`src/rtl/alu_issue.sv`:
```
// Issues one ALU instruction at a time from an 8x8 register file and writes back the result or compare flag.
// Latency: accept at E0, alu_en in the cycle after E0, done in the cycle after E1, write visible after E2.
// Backpressure: instr_ready is high only in IDLE, so at most one instruction is accepted every 3 cycles.
module alu_issue (
    input  logic       clk,
    input  logic       rst_n,
    input  logic       instr_valid,
    output logic       instr_ready,
    input  logic [3:0] funct,
    input  logic [2:0] rd,
    input  logic [2:0] rs,
    input  logic       imm_sel,
    input  logic [7:0] imm,
    input  logic       wb_en,
    output logic       alu_en,
    output logic [7:0] alu_x,
    output logic [7:0] alu_y,
    output logic [3:0] alu_funct,
    input  logic [7:0] alu_result,
    input  logic       alu_cmp,
    output logic       cmp_flag,
    output logic       done,
    input  logic [2:0] dbg_addr,
    output logic [7:0] dbg_data
);

    typedef enum logic [1:0] {
        S_IDLE = 2'd0,
        S_EXEC = 2'd1,
        S_WB   = 2'd2
    } state_t;

    state_t     r_state;
    logic [7:0] r_regs [8];
    logic [2:0] r_rd;
    logic       r_wb_en;
    logic       r_ready;
    logic       r_alu_en;
    logic       r_done;
    logic       r_cmp;
    logic [7:0] r_x;
    logic [7:0] r_y;
    logic [3:0] r_funct;

    logic [7:0] w_y;
    logic       w_wb_write;
    logic       w_cmp_write;

    // Operand y is muxed before the acceptance edge; rd==rs naturally reads the same pre-write value.
    assign w_y         = imm_sel ? imm : r_regs[rs];
    assign w_wb_write  = (r_state == S_WB) &&  r_wb_en;
    assign w_cmp_write = (r_state == S_WB) && !r_wb_en;

    // Control FSM: captures the instruction on acceptance and sequences the registered handshake outputs.
    always_ff @(posedge clk) begin
        if (!rst_n) begin
            r_state  <= S_IDLE;
            r_ready  <= 1'b1;
            r_alu_en <= 1'b0;
            r_done   <= 1'b0;
            r_x      <= 8'h00;
            r_y      <= 8'h00;
            r_funct  <= 4'h0;
            r_rd     <= 3'd0;
            r_wb_en  <= 1'b0;
        end else begin
            case (r_state)
                S_IDLE: begin
                    if (instr_valid) begin
                        r_state  <= S_EXEC;
                        r_ready  <= 1'b0;
                        r_alu_en <= 1'b1;
                        r_x      <= r_regs[rd];
                        r_y      <= w_y;
                        r_funct  <= funct;
                        r_rd     <= rd;
                        r_wb_en  <= wb_en;
                    end
                end
                S_EXEC: begin
                    r_state  <= S_WB;
                    r_alu_en <= 1'b0;
                    r_done   <= 1'b1;
                end
                S_WB: begin
                    r_state <= S_IDLE;
                    r_done  <= 1'b0;
                    r_ready <= 1'b1;
                end
                default: begin
                    r_state  <= S_IDLE;
                    r_ready  <= 1'b1;
                    r_alu_en <= 1'b0;
                    r_done   <= 1'b0;
                end
            endcase
        end
    end

    // Register file and compare flag update only at the edge ending WB; reset aborts any pending update.
    always_ff @(posedge clk) begin
        if (!rst_n) begin
            for (int i = 0; i < 8; i++) begin
                r_regs[i] <= 8'h00;
            end
            r_cmp <= 1'b0;
        end else begin
            if (w_wb_write) begin
                r_regs[r_rd] <= alu_result;
            end
            if (w_cmp_write) begin
                r_cmp <= alu_cmp;
            end
        end
    end

    assign instr_ready = r_ready;
    assign alu_en      = r_alu_en;
    assign done        = r_done;
    assign alu_x       = r_x;
    assign alu_y       = r_y;
    assign alu_funct   = r_funct;
    assign cmp_flag    = r_cmp;
    assign dbg_data    = r_regs[dbg_addr];

endmodule

```
`config.mk`:
```
export PLATFORM = sky130hd
export DESIGN_NAME = alu_issue
export DESIGN_NICKNAME = d
export VERILOG_FILES = /design/src/rtl/alu_issue.sv
export SDC_FILE = /design/constraint.sdc
export NUM_CORES = 1
export LEC_CHECK = 0
export ABC_AREA = 1
export BUFFER_PORTS_ARGS = -buffer_cell sky130_fd_sc_hd__buf_4
export CORE_MARGIN = 5
export CORE_UTILIZATION = 35
export CTS_CLUSTER_DIAMETER = 120
export DETAILED_ROUTE_END_ITERATION = 10
export SKIP_LAST_GASP = 1
export SLEW_MARGIN = 20
export SYNTH_ARGS = -nofsm -noshare
export SYNTH_HDL_FRONTEND = slang
export SYNTH_SLANG_ARGS = --single-unit
export TNS_END_PERCENT = 10
```
`constraint.sdc`:
```
create_clock -name clk -period 1.5 [get_ports clk]
set_clock_uncertainty 0.05 [all_clocks]
set_input_delay 0.3 -clock clk [delete_from_list [all_inputs] [get_ports clk]]
set_output_delay 0.3 -clock clk [all_outputs]
set_load 0.1 [all_outputs]
```
==> results_tabular.tex, run 1 <==
\begin{tabular}{lr}
\hline
Metric & Value \\
\hline
\multicolumn{2}{l}{\textbf{Outcome}} \\
Run status & finished, violations left \\
Failing checks & negative setup slack \\
\multicolumn{2}{l}{\textbf{STA}} \\
Worst slew margin & between 70\% and 80\% \\
Post-Route Setup TNS & -2.848 ns \\
Final period demand of the worst path & around 1.9 ns \\
Setup repair after global routing missed its margin & true \\
Number of failing hold endpoints at the final stage & 0 \\
Setup violation total in the final timing report & 8 \\
Actual transition at the worst max-transition pin & around 0.40 ns \\
Final worst-path cycle share & 127.4\% \\
Final worst-path setup slack & -0.4111 ns \\
Fin. max-slew vios & 0 \\
Hold Slack & $\sim$0.16 ns \\
Achievable frequency & about 520 MHz \\
\multicolumn{2}{l}{\textbf{CTS}} \\
Cell chosen for the clock root & sky130\_fd\_sc\_hd\_\_clkbuf\_16 \\
Hold-fix buffer count after cts & 0 \\
TritonCTS clock tree & built \\
Clock-pin slew reported for the worst setup and hold paths after clock tree synthesis & about 0.07 ns \\
Sink Count & 94 \\
Worst skew pair latency & 0.35 ns \\
Largest buffer count on any clock path & 2 \\
CTS H-Tree Depth & 3 \\
Inserted Clock Buffers & 9 \\
\multicolumn{2}{l}{\textbf{Logic synthesis}} \\
Instance count of the mapped netlist & 650 \\
Post-synth net total & 685 \\
Top post-synthesis cells by area & sky130\_fd\_sc\_hd\_\_edfxtp\_1, sky130\_fd\_sc\_hd\_\_dfxtp\_1, sky130\_fd\_sc\_hd\_\_nand2\_1 \\
Total standard cell area after synthesis & between 0.005 and 0.006 sq mm \\
Flip-flop and latch count after synthesis & 94 \\
Ys async rst share & 0\% \\
Ys Warns & 0 \\
Top cell type by total area after synthesis & sky130\_fd\_sc\_hd\_\_edfxtp\_1 \\
Share of the synthesized area in the top cell type & between 30\% and 40\% \\
Seq/Total Area, Yosys & between 40\% and 50\% \\
Distinct cell type count of the synthesized netlist & 27 \\
Syn avg cell area & 7.960 sq um \\
Dominant synthesized flop cell & sky130\_fd\_sc\_hd\_\_edfxtp\_1 \\
Count of flip-flops with a built-in enable after synthesis & 64 \\
\multicolumn{2}{l}{\textbf{Layout}} \\
Number of nets at the end of the flow & a little over 800 \\
Antenna diodes & 0 \\
Filler Cell Count & roughly 1400 \\
Area Growth Syn to Fin & 36.78\% \\
Fin area & between 0.007 and 0.008 sq mm \\
Fraction of layout cells with a size suffix above 1 & $\sim$29\% \\
\multicolumn{2}{l}{\textbf{Global route}} \\
Wire length of the first global-routing pass & around 27000 um \\
Overall overflow remaining after global route & 0 \\
Via count of the first global-routing pass & between 4000 and 5000 \\
Number of antenna violations at the first check in global routing & 0 \\
GR Layer Usage met1 & 27.14\% \\
Met2 track utilization from global routing & approximately 29\% \\
Met3 demand-to-capacity share in global routing & between 3 and 4\% \\
Top Usage Layer GRT & met2 \\
Tot GR Track Use & about a fifth \\
Largest net degree at the start of global routing & 32 \\
\multicolumn{2}{l}{\textbf{Floorplan}} \\
Core footprint & between 0.01 and 0.015 sq mm \\
Initial Util & between 30 and 40\% \\
Core Rows & 44 \\
Die H & around 130 um \\
Die width & 131.6 um \\
Top-Level Pins & 67 \\
Die footprint & $\sim$0.017 sq mm \\
\multicolumn{2}{l}{\textbf{Route}} \\
Initial DRC Count & roughly 570 \\
Routed WL & between 15000 and 20000 um \\
Length of the first detailed-routing pass in iterations & 5 \\
Via density per instance & $\sim$5.2 \\
Antenna-violating nets left & 0 \\
DR DRC count & 0 \\
Average routed wire per standard cell & roughly 18 um \\
Via count & between 5000 and 6000 \\
\multicolumn{2}{l}{\textbf{Run}} \\
Number of max-capacitance violations reported & 0 \\
\multicolumn{2}{l}{\textbf{Placed design}} \\
Gpl congestion & 0.9755 \\
Cell Area, Placed & between 0.006 and 0.007 sq mm \\
Total of buffers placed on input and output ports & between 60 and 70 \\
Hpwl dp & 13740 um \\
Post-place setup slack & -0.3204 ns \\
\multicolumn{2}{l}{\textbf{Min path}} \\
Kind of path behind the tightest hold check & in -> reg \\
Instance count along the most critical hold path & 3 \\
\multicolumn{2}{l}{\textbf{Power}} \\
Leakage power total & 3.169 nW \\
IR drop worst, VDD & around 0.0005 V \\
Design Power & between 0.007 and 0.008 W \\
Power Density & $\sim$1000 mW/mm\^{}2 \\
\multicolumn{2}{l}{\textbf{Critical path}} \\
Crit-path max FO & 2 \\
Critical path data arrival time & roughly 1.6 ns \\
R2R cell count & 5 \\
Critical path endpoint category & output port \\
Kind of start point of the critical path & register \\
WS Path Type & reg -> out \\
Critical path required time & approximately 1.2 ns \\
\hline
\end{tabular}
==> cell type report <==
cell class / count / area (sq um) / share of cell area [%]
inverter: 62 / 236.5 / 3.342
multi-input combinational: 459 / 2359 / 33.33
tap: 184 / 230.2 / 3.253
clock inverter: 7 / 85.08 / 1.202
clock buffer: 9 / 225.2 / 3.182
timing repair buffer: 162 / 1419 / 20.05
sequential: 94 / 2522 / 35.64
==> cells by family (layout without fill, tap and decap cells) <==
logic type             count (synthesis)  in the layout  synth area share [%]
and+or+nand+nor                      287            287                 24.21
AOI/OAI and AO/OA                    172            172                 18.43
buffers and inverters                 97            240                 8.609
DFF                                   94             94                 48.75
==> Yosys cell counts (2+ instances only) <==
cell,number
sky130_fd_sc_hd__dfxtp_1,30
sky130_fd_sc_hd__inv_1,55
sky130_fd_sc_hd__buf_2,20
sky130_fd_sc_hd__nor2_4,4
sky130_fd_sc_hd__o21ai_0,71
sky130_fd_sc_hd__a31oi_1,7
sky130_fd_sc_hd__buf_6,4
sky130_fd_sc_hd__buf_4,6
sky130_fd_sc_hd__o21ai_1,2
sky130_fd_sc_hd__inv_2,4
sky130_fd_sc_hd__nand2_4,9
sky130_fd_sc_hd__o211ai_1,28
sky130_fd_sc_hd__clkbuf_1,4
sky130_fd_sc_hd__a21oi_1,60
sky130_fd_sc_hd__edfxtp_1,64
sky130_fd_sc_hd__nand2_1,120
sky130_fd_sc_hd__nand3_1,53
sky130_fd_sc_hd__nor2_1,99
sky130_fd_sc_hd__clkinv_1,2
==> critical path, stage by stage (launching register included) <==
cell and delay, ns:
sky130_fd_sc_hd__edfxtp_1 0.46, sky130_fd_sc_hd__inv_1 0.11, sky130_fd_sc_hd__a21oi_2 0.18, sky130_fd_sc_hd__o21ai_2 0.09, sky130_fd_sc_hd__a31oi_4 0.19, sky130_fd_sc_hd__buf_12 0.19
==> stage by stage <==
| stage | cells | util (%) |
|---|---|---|
| final | 977 | 48.69 |
| after detailed placement | 958 | 45.56 |
| after floorplan | 650 | - |
| after global routing | 977 | 48.69 |
| after global placement | 958 | 45.56 |
| after CTS | 974 | 48.13 |
==> flip-flops by register name, indices dropped and copies added (netlist names), 2 cells and up <==
register and cells:
alu_funct 4, alu_x 8, alu_y 8, r_rd 3, r_regs 64, r_state 2
==> per-layer routing <==
metal / part of all wire, % / up-vias
met5: 0 / -
met1: 45 / 2395
met2: 44 / 183
met4: 4.5 / 0
met3: 6.2 / 33
li1: - / 2479
==> placed cells by master, fill, tap and decap left out, drive strengths merged, types with 4 or more instances in the layout <==
cell / instances
buf: 162
nand2: 129
nor2: 104
o21ai: 73
edfxtp: 64
inv: 64
a21oi: 60
nand3: 53
dfxtp: 30
o211ai: 29
clkbuf: 9
a31oi: 7
clkinv: 4
==> power breakdown <==
part	switching [W]	leakage, nW	internal, W	total, W
clock network	0.00106	0.153	0.00133	0.00239
logic	0.00119	2.11	0.000567	0.00176
registers	0.0000927	0.909	0.00288	0.00298
total	0.00234	3.17	0.00478	0.00712
==> final timing paths <==
check / start / endpoint / slack, ns
setup reg to reg: r_state[1] / r_regs[5][3] / 0.01
hold / removal: funct[0] / alu_funct[0] / 0.16
hold reg to reg: cmp_flag / cmp_flag / 0.40
setup / recovery: r_regs[1][3] / dbg_data[3] / -0.41
==> repair_timing <==
action / 4_1_cts / 5_1_grt
resized for setup: 21 / 23
pin swaps: 2 / 2
cloned: 0 / 0
endpoints found under the setup margin: 26 / 76
buffers inserted: 0 / 3
No activity file was read; power rests on OpenSTA's default activity.
==> run 2: changes to the inputs <==
--- a/config.mk
+++ b/config.mk
@@ -7,10 +7,12 @@
 export LEC_CHECK = 0
 export ABC_AREA = 1
 export BUFFER_PORTS_ARGS = -buffer_cell sky130_fd_sc_hd__buf_4
+export CORE_ASPECT_RATIO = 0.8
 export CORE_MARGIN = 5
 export CORE_UTILIZATION = 35
 export CTS_CLUSTER_DIAMETER = 120
 export DETAILED_ROUTE_END_ITERATION = 10
+export GPL_TIMING_DRIVEN = 0
 export SKIP_LAST_GASP = 1
 export SLEW_MARGIN = 20
 export SYNTH_ARGS = -nofsm -noshare
==> results_tabular.tex, run 2 (same netlist as run 1, synthesis figures left out) <==
\begin{tabular}{lr}
\hline
Metric & Value \\
\hline
\multicolumn{2}{l}{\textbf{Outcome}} \\
Run status & finished, violations left \\
Failing checks & negative setup slack \\
\multicolumn{2}{l}{\textbf{CTS}} \\
CTS H-Tree Depth & 3 (unchanged) \\
Cell chosen for the clock root & sky130\_fd\_sc\_hd\_\_clkbuf\_16 \\
Sink Count & 94 (unchanged) \\
Inserted Clock Buffers & 9 (unchanged) \\
TritonCTS clock tree & built \\
Worst skew pair latency & 0.35 ns (about the same) \\
Clock-pin slew reported for the worst setup and hold paths after clock tree synthesis & 0.07 ns (about the same) \\
Largest buffer count on any clock path & 2 (unchanged) \\
\multicolumn{2}{l}{\textbf{Power}} \\
Leakage power total & 2.849 nW (-10\%) \\
Design Power & 0.007108 W (-0.22\%) \\
IR drop worst, VDD & 0.0006180 V (+27\%) \\
Internal portion of total power & 0.004771 W (-0.16\%) \\
Clock network fraction of total power & 34.1\% (+0.5 points) \\
Power spent charging and discharging nets & 0.002337 W (-0.34\%) \\
Sequential share of power & 41.9\% (about the same) \\
Combinational fraction of design power & 24.0\% (-0.6 points) \\
Power Density & 1074 mW/mm\^{}2 (+6.7\%) \\
Switching share of total power & 32.87\% (-0.039 points) \\
\multicolumn{2}{l}{\textbf{Route}} \\
Via count & 5082 (-0.16\%) \\
Antenna-violating nets left & 0 (unchanged) \\
Initial DRC Count & 645 (+14\%) \\
Length of the first detailed-routing pass in iterations & 6 (+1) \\
Via density per instance & 5.512 (+5.8\%) \\
DR DRC count & 0 (unchanged) \\
Routed WL & 19490 um (+12\%) \\
Average routed wire per standard cell & 21.14 um (+19\%) \\
\multicolumn{2}{l}{\textbf{STA}} \\
Hold Slack & 0.1564 ns (-0.001297 ns) \\
Setup repair after global routing missed its margin & true \\
Fin. max-slew vios & 0 (unchanged) \\
Number of failing hold endpoints at the final stage & 0 (unchanged) \\
Setup violation total in the final timing report & 64 (+56) \\
Final worst-path cycle share & 126.5\% (-0.94 points) \\
Actual transition at the worst max-transition pin & 0.5527 ns (+0.1503 ns) \\
Final period demand of the worst path & 1.897 ns (-0.01417 ns) \\
Post-Route Setup TNS & -11.62 ns (-8.774 ns) \\
Achievable frequency & 527.2 MHz (+0.75\%) \\
Worst slew margin & 63.11\% (-10 points) \\
Final worst-path setup slack & -0.3970 ns (+0.01417 ns) \\
\multicolumn{2}{l}{\textbf{Floorplan}} \\
Core footprint & 0.01440 sq mm (-0.96\%) \\
Top-Level Pins & 67 (unchanged) \\
Initial Util & 35.94\% (+0.34 points) \\
Die H & 118.7 um (-9.8\%) \\
Die width & 145.9 um (+11\%) \\
Die footprint & 0.01733 sq mm (about the same) \\
Core Rows & 39 (-11\%) \\
\multicolumn{2}{l}{\textbf{Critical path}} \\
Critical path endpoint category & output port \\
WS Path Type & reg -> out \\
Critical path data arrival time & 1.55 ns (about the same) \\
Critical path required time & 1.15 ns (about the same) \\
Kind of start point of the critical path & register \\
Crit-path max FO & 2 (unchanged) \\
\multicolumn{2}{l}{\textbf{Layout}} \\
Antenna diodes & 0 (unchanged) \\
Area Growth Syn to Fin & 27.86\% \\
Fraction of layout cells with a size suffix above 1 & 23.98\% (-5.0 points) \\
Area used by multi-input combinational logic & 0.002387 sq mm (+1.2\%) \\
Largest register FFs & 64 (unchanged) \\
Most flops, register & r\_regs \\
Number of nets at the end of the flow & 768 (-6.7\%) \\
Fin cells & 922 (-5.6\%) \\
Fin area & 0.006615 sq mm (-6.5\%) \\
Storage cell area & 0.002524 sq mm (about the same) \\
Leading cell type in the layout, fill and taps excluded & sky130\_fd\_sc\_hd\_\_nand2\_1 \\
Commonest cells after routing, fill and taps aside & sky130\_fd\_sc\_hd\_\_nand2\_1, sky130\_fd\_sc\_hd\_\_nor2\_1, sky130\_fd\_sc\_hd\_\_buf\_4, sky130\_fd\_sc\_hd\_\_edfxtp\_1, sky130\_fd\_sc\_hd\_\_o21ai\_0 \\
Filler Cell Count & 1423 (+2.1\%) \\
\multicolumn{2}{l}{\textbf{Global route}} \\
Largest net degree at the start of global routing & 17 (-47\%) \\
Number of antenna violations at the first check in global routing & 0 (unchanged) \\
Via count of the first global-routing pass & 4820 (+1.1\%) \\
Tot GR Track Use & 22.24\% (+2.7 points) \\
Wire length of the first global-routing pass & 29140 um (+9.7\%) \\
Overall overflow remaining after global route & 0 (unchanged) \\
\multicolumn{2}{l}{\textbf{Min path}} \\
Kind of path behind the tightest hold check & in -> reg \\
\multicolumn{2}{l}{\textbf{Placed design}} \\
Gpl congestion & 0.9915 (+1.6\%) \\
Cell count after placement & 896 (-6.5\%) \\
Hpwl dp & 14300 um (+4.1\%) \\
Total of buffers placed on input and output ports & 62 (-6.1\%) \\
Cell Area, Placed & 0.006047 sq mm (-8.7\%) \\
\multicolumn{2}{l}{\textbf{Run}} \\
Number of max-capacitance violations reported & 0 (unchanged) \\
\hline
\end{tabular}
==> run 2: cell types whose count changed in the layout (fill, tap and decap cells not counted), sizes merged <==
cell    before  now
buf        162  102
clkbuf       9   16
inv         64   62
==> run 2: layout make-up <==
type	count	area share [%]
plain buffers	35	4.104
clock inverters	5	0.9646
clock buffers	11	3.840
flip-flops and latches	94	38.15
well taps	184	3.480
inverters	62	3.575
repair buffers	72	9.798
multi-input cells	459	36.09
==> run 2: critical path: stages (launching register included) <==
cell and delay [ns]:
sky130_fd_sc_hd__edfxtp_1 0.47, sky130_fd_sc_hd__inv_1 0.11, sky130_fd_sc_hd__nand2_1 0.05, sky130_fd_sc_hd__o211ai_1 0.07, sky130_fd_sc_hd__nand2_1 0.10, sky130_fd_sc_hd__nor2_2 0.15, sky130_fd_sc_hd__a31oi_4 0.05, sky130_fd_sc_hd__buf_12 0.19
==> run 2: worst paths after layout <==
path / to / slack [ns] / depth (start not counted) / startpoint
worst min-delay path: alu_funct[1] / 0.16 / 3 / funct[1]
worst max-delay path: dbg_data[5] / -0.40 / 7 / r_regs[3][5]
worst min register to register: cmp_flag / 0.42 / 2 / cmp_flag
worst max register to register: r_regs[2][0] / -0.30 / 5 / r_state[0]
==> run 2: timing repair <==
| item | CTS | global route |
|---|---|---|
| pin swaps | 6 | 4 |
| setup endpoints to repair | 72 | 84 |
| resized for setup | 42 | 14 |
| hold buffers | 0 | 0 |
| cloned | 0 | 0 |
| hold endpoints to repair | 0 | 0 |
| setup buffers | 9 | 1 |
==> run 2: per-layer routing <==
| layer | share of wire (%) | track usage (%) |
|---|---|---|
| met5 | 0 | 0 |
| met4 | 2.8 | 7.948 |
| met3 | 12 | 6.809 |
| met1 | 43 | 31.71 |
| met2 | 42 | 31.83 |
==> run 2: per-stage QoR <==
stage	utilization [%]	worst slack [ns]
after CTS	45.48	-0.4095
after global placement	42.01	-0.4496
final	45.95	-0.3970
after global routing	45.95	-0.4507
after detailed placement	42.01	-0.4942
after floorplan	-	-0.2688
==> run 2: power by group through the flow <==
| stage | combinational [W] | clock (W) | sequential, W |
|---|---|---|---|
| final | 0.00171 | 0.00242 | 0.00298 |
| after global routing | 0.00180 | 0.00256 | 0.00299 |
| after CTS | 0.00168 | 0.00246 | 0.00297 |
| after detailed placement | 0.00159 | 0 | 0.00303 |
| after global placement | 0.00158 | 0 | 0.00302 |
| after floorplan | 0.000782 | 0 | 0.00336 |
==> run 3: changes to the inputs <==
--- a/config.mk
+++ b/config.mk
@@ -6,7 +6,7 @@
 export NUM_CORES = 1
 export LEC_CHECK = 0
 export ABC_AREA = 1
-export BUFFER_PORTS_ARGS = -buffer_cell sky130_fd_sc_hd__buf_4
+export BUFFER_PORTS_ARGS = -buffer_cell sky130_fd_sc_hd__buf_2
 export CORE_ASPECT_RATIO = 0.8
 export CORE_MARGIN = 5
 export CORE_UTILIZATION = 35
==> results_tabular.tex, run 3 (same netlist as run 1, synthesis figures left out) <==
\begin{tabular}{lr}
\hline
Metric & Value \\
\hline
\multicolumn{2}{l}{\textbf{Power}} \\
Leakage power total & 2.812 nW (-1.3\%) \\
IR drop worst, VDD & 0.0005324 V (-14\%) \\
Power Density & 1066 mW/mm\^{}2 (-0.75\%) \\
\multicolumn{2}{l}{\textbf{Min path}} \\
Kind of path behind the tightest hold check & in -> reg \\
\multicolumn{2}{l}{\textbf{Layout}} \\
Number of nets at the end of the flow & 768 (unchanged) \\
Final core area utilization & 44.83\% (-1.1 points) \\
Fin cells & 922 (unchanged) \\
Largest register FFs & 64 (unchanged) \\
Commonest cells after routing, fill and taps aside & sky130\_fd\_sc\_hd\_\_nand2\_1, sky130\_fd\_sc\_hd\_\_nor2\_1, sky130\_fd\_sc\_hd\_\_buf\_2, sky130\_fd\_sc\_hd\_\_edfxtp\_1, sky130\_fd\_sc\_hd\_\_a21oi\_1 \\
Leading cell type in the layout, fill and taps excluded & sky130\_fd\_sc\_hd\_\_nand2\_1 \\
Most flops, register & r\_regs \\
Antenna diodes & 0 (unchanged) \\
Filler Cell Count & 1411 (-0.84\%) \\
Area Growth Syn to Fin & 24.74\% \\
Fraction of layout cells with a size suffix above 1 & 23.58\% (-0.41 points) \\
\multicolumn{2}{l}{\textbf{Outcome}} \\
Failing checks & negative setup slack \\
Run status & finished, violations left \\
\multicolumn{2}{l}{\textbf{CTS}} \\
CTS H-Tree Depth & 3 (unchanged) \\
Inserted Clock Buffers & 9 (unchanged) \\
Hold-fix buffer count after cts & 0 (unchanged) \\
TritonCTS clock tree & built \\
Largest buffer count on any clock path & 2 (unchanged) \\
Clock-pin slew reported for the worst setup and hold paths after clock tree synthesis & 0.07 ns (about the same) \\
Worst skew pair latency & 0.35 ns (about the same) \\
Sink Count & 94 (unchanged) \\
Cell chosen for the clock root & sky130\_fd\_sc\_hd\_\_clkbuf\_16 \\
\multicolumn{2}{l}{\textbf{Floorplan}} \\
Die H & 118.7 um (unchanged) \\
Die footprint & 0.01733 sq mm (unchanged) \\
Core Rows & 39 (unchanged) \\
Die width & 145.9 um (unchanged) \\
Core footprint & 0.01440 sq mm (unchanged) \\
Initial Util & 35.94\% (unchanged) \\
Top-Level Pins & 67 (unchanged) \\
\multicolumn{2}{l}{\textbf{Route}} \\
DR DRC count & 0 (unchanged) \\
Via count & 5076 (-0.12\%) \\
Routed WL & 19260 um (-1.2\%) \\
Length of the first detailed-routing pass in iterations & 6 (unchanged) \\
Average routed wire per standard cell & 20.88 um (-1.2\%) \\
Antenna-violating nets left & 0 (unchanged) \\
Initial DRC Count & 682 (+5.7\%) \\
Via density per instance & 5.505 (-0.12\%) \\
\multicolumn{2}{l}{\textbf{STA}} \\
Achievable frequency & 525.4 MHz (-0.33\%) \\
Actual transition at the worst max-transition pin & 0.6180 ns (+0.06531 ns) \\
Setup repair after global routing missed its margin & true \\
Post-Route Setup TNS & -10.82 ns (+0.8031 ns) \\
Number of failing hold endpoints at the final stage & 0 (unchanged) \\
Setup violation total in the final timing report & 68 (+6.3\%) \\
Final period demand of the worst path & 1.903 ns (+0.006267 ns) \\
Final worst-path setup slack & -0.4032 ns (-0.006267 ns) \\
Final worst-path cycle share & 126.9\% (+0.42 points) \\
Worst slew margin & 58.80\% (-4.3 points) \\
Hold Slack & 0.1593 ns (+0.002975 ns) \\
Fin. max-slew vios & 0 (unchanged) \\
\multicolumn{2}{l}{\textbf{Global route}} \\
Tot GR Track Use & 22.12\% (-0.12 points) \\
Number of antenna violations at the first check in global routing & 1 (+1) \\
Largest net degree at the start of global routing & 17 (unchanged) \\
Via count of the first global-routing pass & 4849 (+0.60\%) \\
Overall overflow remaining after global route & 0 (unchanged) \\
Wire length of the first global-routing pass & 29060 um (-0.28\%) \\
\multicolumn{2}{l}{\textbf{Critical path}} \\
Crit-path max FO & 3 (+1) \\
Critical path data arrival time & 1.55 ns (about the same) \\
WS Path Type & reg -> out \\
Critical path required time & 1.15 ns (about the same) \\
Critical path endpoint category & output port \\
Kind of start point of the critical path & register \\
\multicolumn{2}{l}{\textbf{Placed design}} \\
Hpwl dp & 14240 um (-0.45\%) \\
Post-place setup slack & -0.6173 ns (-0.1231 ns) \\
Total of buffers placed on input and output ports & 62 (unchanged) \\
Cell count after placement & 896 (unchanged) \\
Gpl congestion & 0.9479 (-4.4\%) \\
\multicolumn{2}{l}{\textbf{Run}} \\
Number of max-capacitance violations reported & 0 (unchanged) \\
\hline
\end{tabular}
## run 3: cell count changes in the layout (fill, tap and decap cells not counted), moves of 2 or more
cell,previous run,this run
sky130_fd_sc_hd__buf_2,17,71
sky130_fd_sc_hd__buf_4,67,13
sky130_fd_sc_hd__inv_2,16,14
sky130_fd_sc_hd__inv_4,1,3
sky130_fd_sc_hd__o21ai_0,57,55
sky130_fd_sc_hd__o21ai_1,15,18
## run 3: final timing paths
kind / to / start / slack, ns / cells past startpoint
worst min-delay path: alu_funct[2] / funct[2] / 0.16 / 3
worst max register to register: r_regs[7][5] / r_state[0] / -0.25 / 5
worst max-delay path: dbg_data[5] / r_regs[1][5] / -0.40 / 7
worst min register to register: cmp_flag / cmp_flag / 0.40 / 2
## run 3: cell type report
type	count	area (sq um)	area share, %
Sequential cell	94	2524	39.10
Buffer	35	281.5	4.362
Multi-Input combinational cell	459	2377	36.84
Clock inverter	5	37.54	0.5816
Clock buffer	11	255.2	3.955
Inverter	62	239.0	3.703
Tap cell	184	230.2	3.567
Timing Repair Buffer	72	509.2	7.891
## run 3: stage by stage
stage	area [sq um]	total power, W
floorplan	5351	0.004144
global route	6454	0.007134
CTS	6382	0.006892
detailed placement	5892	0.004545
finish	6454	0.006882
global placement	5892	0.004533
## run 3: what timing repair did
action                                  4_1_cts  5_1_grt
buffers inserted                              8        2
pin swaps                                     2        4
endpoints found under the hold margin         0        0
gates resized for setup                      54       10
endpoints found under the setup margin       72       92
## run 3: power breakdown
group	internal (W)	leakage (nW)	switching [W]	total, W
Clock	0.00125	0.149	0.00101	0.00226
Sequential	0.00288	0.909	0.0000894	0.00297
Combinational	0.000426	1.75	0.00123	0.00165
Total	0.00456	2.81	0.00233	0.00688
## run 3: critical path, cell delays in order, from the launching register on
cell                       delay [ns]
sky130_fd_sc_hd__edfxtp_1        0.37
sky130_fd_sc_hd__inv_1           0.20
sky130_fd_sc_hd__a21oi_2         0.08
sky130_fd_sc_hd__o21ai_1         0.08
sky130_fd_sc_hd__nand2_1         0.08
sky130_fd_sc_hd__nor2_2          0.14
sky130_fd_sc_hd__a31oi_4         0.05
sky130_fd_sc_hd__buf_6           0.20
## run 3: per-layer routing
metal | vias to the layer above | global-route usage, % | wire, um
met4 | 2 | 9.371 | 614
met2 | 253 | 30.82 | 7955
met5 | - | 0 | 20
met3 | 37 | 4.782 | 1680
li1 | 2374 | - | -
met1 | 2410 | 32.91 | 8984
